## src/rtl/hyperbus_axi_cmd_arb.sv

```systemverilog
// hyperbus_axi_cmd_arb: AXI AW/AR command arbiter issuing one HyperBus transfer at a time.
// Define HYPERBUS_ARB_WRITE_PRIO_EN for strict write priority instead of round-robin.
module hyperbus_axi_cmd_arb #(
  parameter int IdWidth   = 10,
  parameter int AddrWidth = 32
) (
  input  logic                 clk_sys_i,
  input  logic                 rst_ni,
  input  logic                 aw_valid_i,
  output logic                 aw_ready_o,
  input  logic [IdWidth-1:0]   aw_id_i,
  input  logic [AddrWidth-1:0] aw_addr_i,
  input  logic [7:0]           aw_len_i,
  input  logic [2:0]           aw_size_i,
  input  logic [1:0]           aw_burst_i,
  input  logic                 ar_valid_i,
  output logic                 ar_ready_o,
  input  logic [IdWidth-1:0]   ar_id_i,
  input  logic [AddrWidth-1:0] ar_addr_i,
  input  logic [7:0]           ar_len_i,
  input  logic [2:0]           ar_size_i,
  input  logic [1:0]           ar_burst_i,
  output logic                 trans_valid_o,
  input  logic                 trans_ready_i,
  output logic                 trans_write_o,
  output logic [AddrWidth-1:0] trans_addr_o,
  output logic [8:0]           trans_words_o,
  output logic                 trans_wrap_o,
  output logic [IdWidth-1:0]   trans_id_o,
  input  logic                 trans_done_i,
  output logic                 err_valid_o,
  input  logic                 err_ready_i,
  output logic                 err_write_o,
  output logic [IdWidth-1:0]   err_id_o,
  output logic [7:0]           err_len_o,
  output logic                 busy_o
);
  typedef enum logic [1:0] {IDLE, ISSUE, WAIT_DONE, ERR} state_e;
  state_e               state_q;
  logic                 grant_w, grant_r, hs, illegal_d;
  logic [IdWidth-1:0]   id_d, id_q;
  logic [AddrWidth-1:0] addr_d, addr_q;
  logic [7:0]           len_d, len_q;
  logic [2:0]           size_d;
  logic [1:0]           burst_d;
  logic                 write_q, wrap_q;
`ifdef HYPERBUS_ARB_WRITE_PRIO_EN
  assign grant_w = aw_valid_i;
`else
  logic last_w_q;
  always_ff @(posedge clk_sys_i or negedge rst_ni)
    if (!rst_ni) last_w_q <= 1'b1;
    else if (hs) last_w_q <= aw_ready_o;
  assign grant_w = aw_valid_i & (~ar_valid_i | ~last_w_q);
`endif
  assign grant_r = ar_valid_i & ~grant_w;
  // Readys are gated by reset so every output is low while rst_ni is asserted.
  assign aw_ready_o = rst_ni & (state_q == IDLE) & grant_w;
  assign ar_ready_o = rst_ni & (state_q == IDLE) & grant_r;
  assign hs = aw_ready_o | ar_ready_o;
  always_comb begin
    id_d      = grant_w ? aw_id_i    : ar_id_i;
    addr_d    = grant_w ? aw_addr_i  : ar_addr_i;
    len_d     = grant_w ? aw_len_i   : ar_len_i;
    size_d    = grant_w ? aw_size_i  : ar_size_i;
    burst_d   = grant_w ? aw_burst_i : ar_burst_i;
    illegal_d = (burst_d == 2'b00) | (burst_d == 2'b11) | (size_d > 3'd1) |
                ((burst_d == 2'b10) & ~((len_d == 8'd1) | (len_d == 8'd3) | (len_d == 8'd7) | (len_d == 8'd15)));
  end
  always_ff @(posedge clk_sys_i or negedge rst_ni)
    if (!rst_ni) begin
      state_q <= IDLE;
      write_q <= 1'b0;
      id_q    <= '0;
      addr_q  <= '0;
      len_q   <= '0;
      wrap_q  <= 1'b0;
    end else begin
      case (state_q)
        IDLE: if (hs) begin
          write_q <= grant_w;
          id_q    <= id_d;
          addr_q  <= addr_d & ~AddrWidth'(1);
          len_q   <= len_d;
          wrap_q  <= burst_d == 2'b10;
          state_q <= illegal_d ? ERR : ISSUE;
        end
        ISSUE:     if (trans_ready_i) state_q <= WAIT_DONE;
        WAIT_DONE: if (trans_done_i) state_q <= IDLE;
        default:   if (err_ready_i) state_q <= IDLE;
      endcase
    end
  assign trans_valid_o = state_q == ISSUE;
  assign err_valid_o   = state_q == ERR;
  assign busy_o        = state_q != IDLE;
  assign trans_write_o = write_q;
  assign trans_addr_o  = addr_q;
  assign trans_words_o = {1'b0, len_q} + 9'd1;
  assign trans_wrap_o  = wrap_q;
  assign trans_id_o    = id_q;
  assign err_write_o   = write_q;
  assign err_id_o      = id_q;
  assign err_len_o     = len_q;
endmodule

```

## config.mk

```make
export PLATFORM = sky130hd
export DESIGN_NAME = hyperbus_axi_cmd_arb
export DESIGN_NICKNAME = d
export VERILOG_FILES = /design/src/rtl/hyperbus_axi_cmd_arb.sv
export SDC_FILE = /design/constraint.sdc
export NUM_CORES = 1
export LEC_CHECK = 0
export ABC_AREA = 0
export BUFFER_PORTS_ARGS = -buffer_cell sky130_fd_sc_hd__buf_2
export CAP_MARGIN = 10
export CORE_MARGIN = 2
export CORE_UTILIZATION = 39
export DETAILED_ROUTE_END_ITERATION = 12
export PLACE_DENSITY = 0.86
export SYNTH_ARGS = -nofsm -noshare
export SYNTH_HDL_FRONTEND = slang
export SYNTH_SLANG_ARGS = --single-unit
```

## constraint.sdc

```tcl
create_clock -name clk_sys_i -period 1.84 [get_ports clk_sys_i]
set_clock_uncertainty 0.2 [all_clocks]
set_input_delay 0.092 -clock clk_sys_i [delete_from_list [all_inputs] [get_ports clk_sys_i]]
set_output_delay 0.092 -clock clk_sys_i [all_outputs]
set_load 0.05 [all_outputs]
```

==> results of run 1 <==
critical path, cell delays in order (launching register included):
cell	delay [ns]
dfrtp_2	0.42
and3_4	0.21
nand3_4	0.08
or2_4	0.27
xnor2_4	0.13
buf_6	0.17
final cells by class:
class,count,area share (%)
multi-input combinational,202,28.9
inverter,1,0.0681
tap,99,2.25
sequential,54,24.7
timing repair buffer,319,42.1
clock buffer,5,1.25
clock inverter,3,0.727
routing by layer:
| metal | vias up | global-route usage [%] |
|---|---|---|
| li1 | 1562 | - |
| met1 | 1573 | 27.3 |
| met2 | 145 | 48.7 |
| met3 | 30 | 4.85 |
| met4 | 0 | 8.59 |
| met5 | - | 0 |
stage by stage:
stage	setup WS, ns	util (%)
6_report	-0.0388	75.1
5_1_grt	-0.119	75.1
4_1_cts	-0.0294	73.0
3_5_place_dp	-0.102	55.1
3_3_place_gp	-0.0150	55.1
2_1_floorplan	-0.0574	-
sequential cells by signal, summed over array words and instances (netlist names):
signal        count
err_len_o         8
err_id_o         10
last_w_q          1
trans_wrap_o      1
err_write_o       1
trans_addr_o     31
state_q           2
cell families (layout without fill, tap and decap cells):
| family | after synthesis | in the layout | synth area share [%] |
|---|---|---|---|
| mux | 55 | 55 | 18.5 |
| flops | 54 | 54 | 45.2 |
| buf+inv | 30 | 328 | 8.02 |
| other cells | 1 | 1 | 0.125 |
| simple gates | 78 | 78 | 11.1 |
| fa+ha+maj | 2 | 2 | 0.836 |
| compound gates | 60 | 60 | 14.5 |
| xor+xnor | 6 | 6 | 1.76 |
power groups by stage:
stage	Clock (mW)	Sequential (mW)	Combinational (mW)
2_1_floorplan	0	4.15	2.93
4_1_cts	0.823	2.24	6.40
5_1_grt	0.858	2.34	7.03
3_5_place_dp	0	2.24	5.99
3_3_place_gp	0	2.20	5.89
6_report	0.797	2.27	6.72
worst max-delay path by stage:
stage,to,slack (ns),cells after the start
2_1_floorplan,state_q[1],-0.06,7
3_3_place_gp,trans_addr_o[13],-0.01,5
3_5_place_dp,trans_addr_o[12],-0.10,5
4_1_cts,state_q[1],-0.03,5
5_1_grt,trans_words_o[7],-0.12,5
6_report,trans_words_o[7],-0.04,5
Yosys cell counts (3+ instances only):
cell type  count  area [sq um]
a21oi_1       20           100
a21oi_2       30           263
and2_1         4          25.0
buf_2          3          15.0
buf_4         19           143
buf_6          7          78.8
dfrtp_1       53          1330
mux2i_1       53           531
nand2_1        8          30.0
nand3_1        3          15.0
nor2_1        55           206
o21ai_0        3          15.0
xnor2_1        4          35.0
repair_timing:
action / 4_1_cts / 5_1_grt
gates resized for setup: 21 / 18
gates cloned: 1 / 1
endpoints found under the hold margin: 106 / 0
pin swaps: 5 / 4
endpoints found under the setup margin: 15 / 25
buffers inserted: 4 / 12
hold buffers: 105 / 0
==> metrics.yaml, run 1 <==
outcome: "finished with violations"
violations: "negative setup slack"
fin_ws_ns: -0.0388
dr_total_vias: 3310
p_per_area_mw_per_mm2: 1780
syn_to_final_growth_pct: 84.0
drcViolationCount: 0
setup_viol: 2
die_w_um: 91.6
htreeDepth: 2
p_seq_share_pct: 23.2
hold_ws_ns: 0.0869
required_ns: 1.55
firstDrtPassIters: 5
multi_input_area_sq_mm: 0.00159
routed_wirelength_um: 11200
finalHoldViolations: 0
r2r_cells: 5
endpoint_kind: "output pin"
worstSkewPairLatency_ns: 0.30
ir_drop_mv: 0.980
hold_path_end: "state_q[1]"
antennaDiodeCount: 0
routed.top_layer: "met4"
postPlaceCellArea_sq_mm: 0.00404
grt_antenna_before_repair: 0
max_freq_mhz: 532
p_int_mw: 4.21
wirelength_met1_um: 4080
num_rows: 31
clkSinkCount: 54
nets: 702
worstSetupPathType: "register to output pin"
rrSetupSlack_ns: 0
ant_nets: 0
synth_flop_cell: "dfrtp_1"
p_comb_share_pct: 68.7
whs_path_depth: 5
synth_cell_types: 29
grt_pass1_wl_um: 17000
yosysWarnings: 0
vias_per_cell: 4.85
grt_pass1_vias: 3568
min_period_ns: 1.88
slew_headroom_pct: 54.6
cap_violations: 0
fin_tns_setup_ns: -0.0411
cp-startpoint: "err_len_o[0]"
die_area_sq_mm: 0.00839
synth_area_sq_mm: 0.00299
ios: 194
layout.cells.most_common: "buf_2"
ys_seq_area_share_pct: 45.2
drv_slew: 0
drive_gt1_share_pct: 48.8
worstPathMaxFanout: 4
seqCellArea_sq_mm: 0.00136
rsz0062_at_grt: "yes"
grt_overflow_total: 0
critPathLaunchType: "register"
synth_cells: 286
route.met3.wl_um: 680
clockRootBuffer: "clkbuf_8"
p_clk_share_pct: 8.1
cts_buffers: 5
synth_nets: 405
synth-edff-count: 0
period_share_pct: 102
fp.coreArea_sq_mm: 0.00733
drt_first_iter_violations: 109
worst-endpoint-arrival_ns: 1.59
globalplace.congestion: 0.732
grt_start_max_net_pins: 63
met2_wirelength_um: 6130
p_leak_nw: 2.61
hp-start: "ar_size_i[2]"
p_sw_mw: 5.57
switching_share_pct: 56.9
worstMarginPinSlew_ns: 0.681
final_cell_area_sq_mm: 0.00551
dp.cells: 554
die_h_um: 91.6
clk_pin_slew_worst_paths_ns: 0.10
reg2reg_from: "last_w_q"
synthArstFlopShare_pct: 100
holdCritPathClass: "primary input to register"
stdcell_count: 683
cts_tree: "done"
track_usage_pct: 25.3
port_buffers: 188
fillerInstances: 465
start_util_pct: 40.8
syn_avg_cell_area_sq_um: 10.5
r2r-end: "state_q[1]"
dp_hpwl_um: 5750
cts_buffer_depth: 2
ys_ff_latch: 54
avgRoutedWirePerCell_um: 16.3
layout_common_cells: "181 x buf_2, 105 x dlygate4sd3_1, 53 x nor2_1"
finalPower_mw: 9.78
Power figures use the tool's default switching activity.
==> run 2: changes to the inputs <==
- CORE_ASPECT_RATIO: not set -> 0.5
==> run 2 against run 1 <==
Against the previous run: the run still ends with negative setup slack left; sequential share of layout area grew 0.44 points; total power increased by 0.75%; maximum frequency rose by 1.5%; non-clock buffer count shrank 8; routed wire length grew 1.5%; setup slack better by 0.029 ns; design area is 1.8% lower; flip-flop and latch count stayed put; critical path depth unchanged.
==> metrics.yaml, run 2 (synthesis results as in run 1) <==
largest_reg_flops: 31
syn_to_final_growth_pct: 80.7
max_freq_mhz: 540
whs_path_depth: 5
ant_nets: 0
dr_total_vias: 3333
reg2reg_from: "last_w_q"
hold_ws_ns: 0.0748
firstDrtPassIters: 4
r2r_cells: 5
worstSkewPairLatency_ns: 0.29
hold_path_end: "state_q[1]"
dp_hpwl_um: 5970
holdCritPathClass: "primary input to register"
htreeDepth: 2
grt_pass1_wl_um: 16800
die_w_um: 128
setup_viol: 1
grt_overflow_total: 0
outcome: "finished with violations"
min_period_ns: 1.85
clkSinkCount: 54
port_buffers: 188
hp-start: "ar_size_i[1]"
nets: 694
critPathLaunchType: "register"
drv_slew: 0
globalplace.congestion: 0.745
avgRoutedWirePerCell_um: 16.8
worstMarginPinSlew_ns: 0.703
fin_tns_setup_ns: -0.0103
r2r-end: "state_q[1]"
track_usage_pct: 25.9
worst-endpoint-arrival_ns: 1.82
die_area_sq_mm: 0.00844
rsz0062_at_grt: "yes"
stdcell_count: 673
ios: 194
violations: "negative setup slack"
dp.cells: 554
start_util_pct: 40.6
required_ns: 1.81
endpoint_kind: "register"
num_rows: 22
fin_ws_ns: -0.0103
die_h_um: 66.0
utilization_pct: 73.4
grt_start_max_net_pins: 55
vias_per_cell: 4.95
routed_wirelength_um: 11300
drt_first_iter_violations: 192
clockRootBuffer: "clkbuf_16"
p_leak_nw: 2.57
fp.coreArea_sq_mm: 0.00738
clk_pin_slew_worst_paths_ns: 0.07
layout_common_cells: "182 x buf_2, 105 x dlygate4sd3_1, 54 x nor2_1"
cts_buffers: 5
period_share_pct: 101
finalHoldViolations: 0
grt_antenna_before_repair: 1
ir_drop_mv: 0.920
worstPathMaxFanout: 3
rrSetupSlack_ns: -0.01
p_per_area_mw_per_mm2: 1820
cts_buffer_depth: 2
grt_pass1_vias: 3575
finalPower_mw: 9.86
drive_gt1_share_pct: 47.2
cap_violations: 0
slew_headroom_pct: 53.2
layout.cells.most_common: "buf_2"
cts_tree: "done"
worstSetupPathType: "register to register"
drcViolationCount: 0
[run 2: cell types whose count changed in the layout (fill, tap and decap cells not counted), sizes merged]
| cell | previous run | this run |
|---|---|---|
| diode | 0 | 1 |
| clkinv | 2 | 0 |
| clkbuf | 7 | 9 |
| buf | 212 | 205 |
| bufinv | 1 | 0 |
[run 2: power breakdown]
group	internal (mW)	switching, mW	total, mW	leakage (nW)
registers	1.79	0.459	2.25	0.594
clock network	0.545	0.439	0.985	0.0712
logic	1.94	4.68	6.63	1.90
[run 2: how the worst max path moves through the flow]
stage / start / end / depth (start not counted)
finish: last_w_q / state_q[1] / 5
global route: rst_ni / ar_ready_o / 6
CTS: last_w_q / state_q[1] / 5
detailed placement: last_w_q / state_q[1] / 5
global placement: last_w_q / state_q[1] / 5
floorplan: last_w_q / state_q[1] / 7
[run 2: final cells by class]
| class | instances | area (sq um) |
|---|---|---|
| inverter | 1 | 3.75 |
| clock buffer | 8 | 146 |
| multi-input combinational | 202 | 1570 |
| antenna | 1 | 2.50 |
| sequential | 54 | 1360 |
| fill | 475 | 1970 |
| timing repair buffer | 311 | 2210 |
| tap | 96 | 120 |
[run 2: worst max-delay path: stages, from the launching register on]
cell	delay, ns
dfstp_2	0.56
a21boi_4	0.08
mux2_4	0.32
ha_4	0.24
o32ai_2	0.20
o211ai_1	0.12
[run 2: metrics by stage]
step	setup WS (ns)	cell area, sq um
floorplan	-0.0574	3110
global placement	0.0478	4080
detailed placement	0.00393	4080
CTS	0.00151	5350
global route	-0.0613	5410
finish	-0.0103	5410
[run 2: per-layer routing]
metal	track usage, %	vias up	wire length, um
met5	0	-	0
met4	18.7	0	776
met3	5.34	75	391
met2	51.8	135	6360
met1	23.8	1571	3810
li1	-	1552	-
[run 2: what timing repair did]
action / 4_1_cts / 5_1_grt
gates resized for setup: 11 / 12
endpoints found under the setup margin: 7 / 14
hold endpoints to repair: 106 / 0
pin swaps: 1 / 3
hold buffers: 105 / 0
buffers inserted: 4 / 1
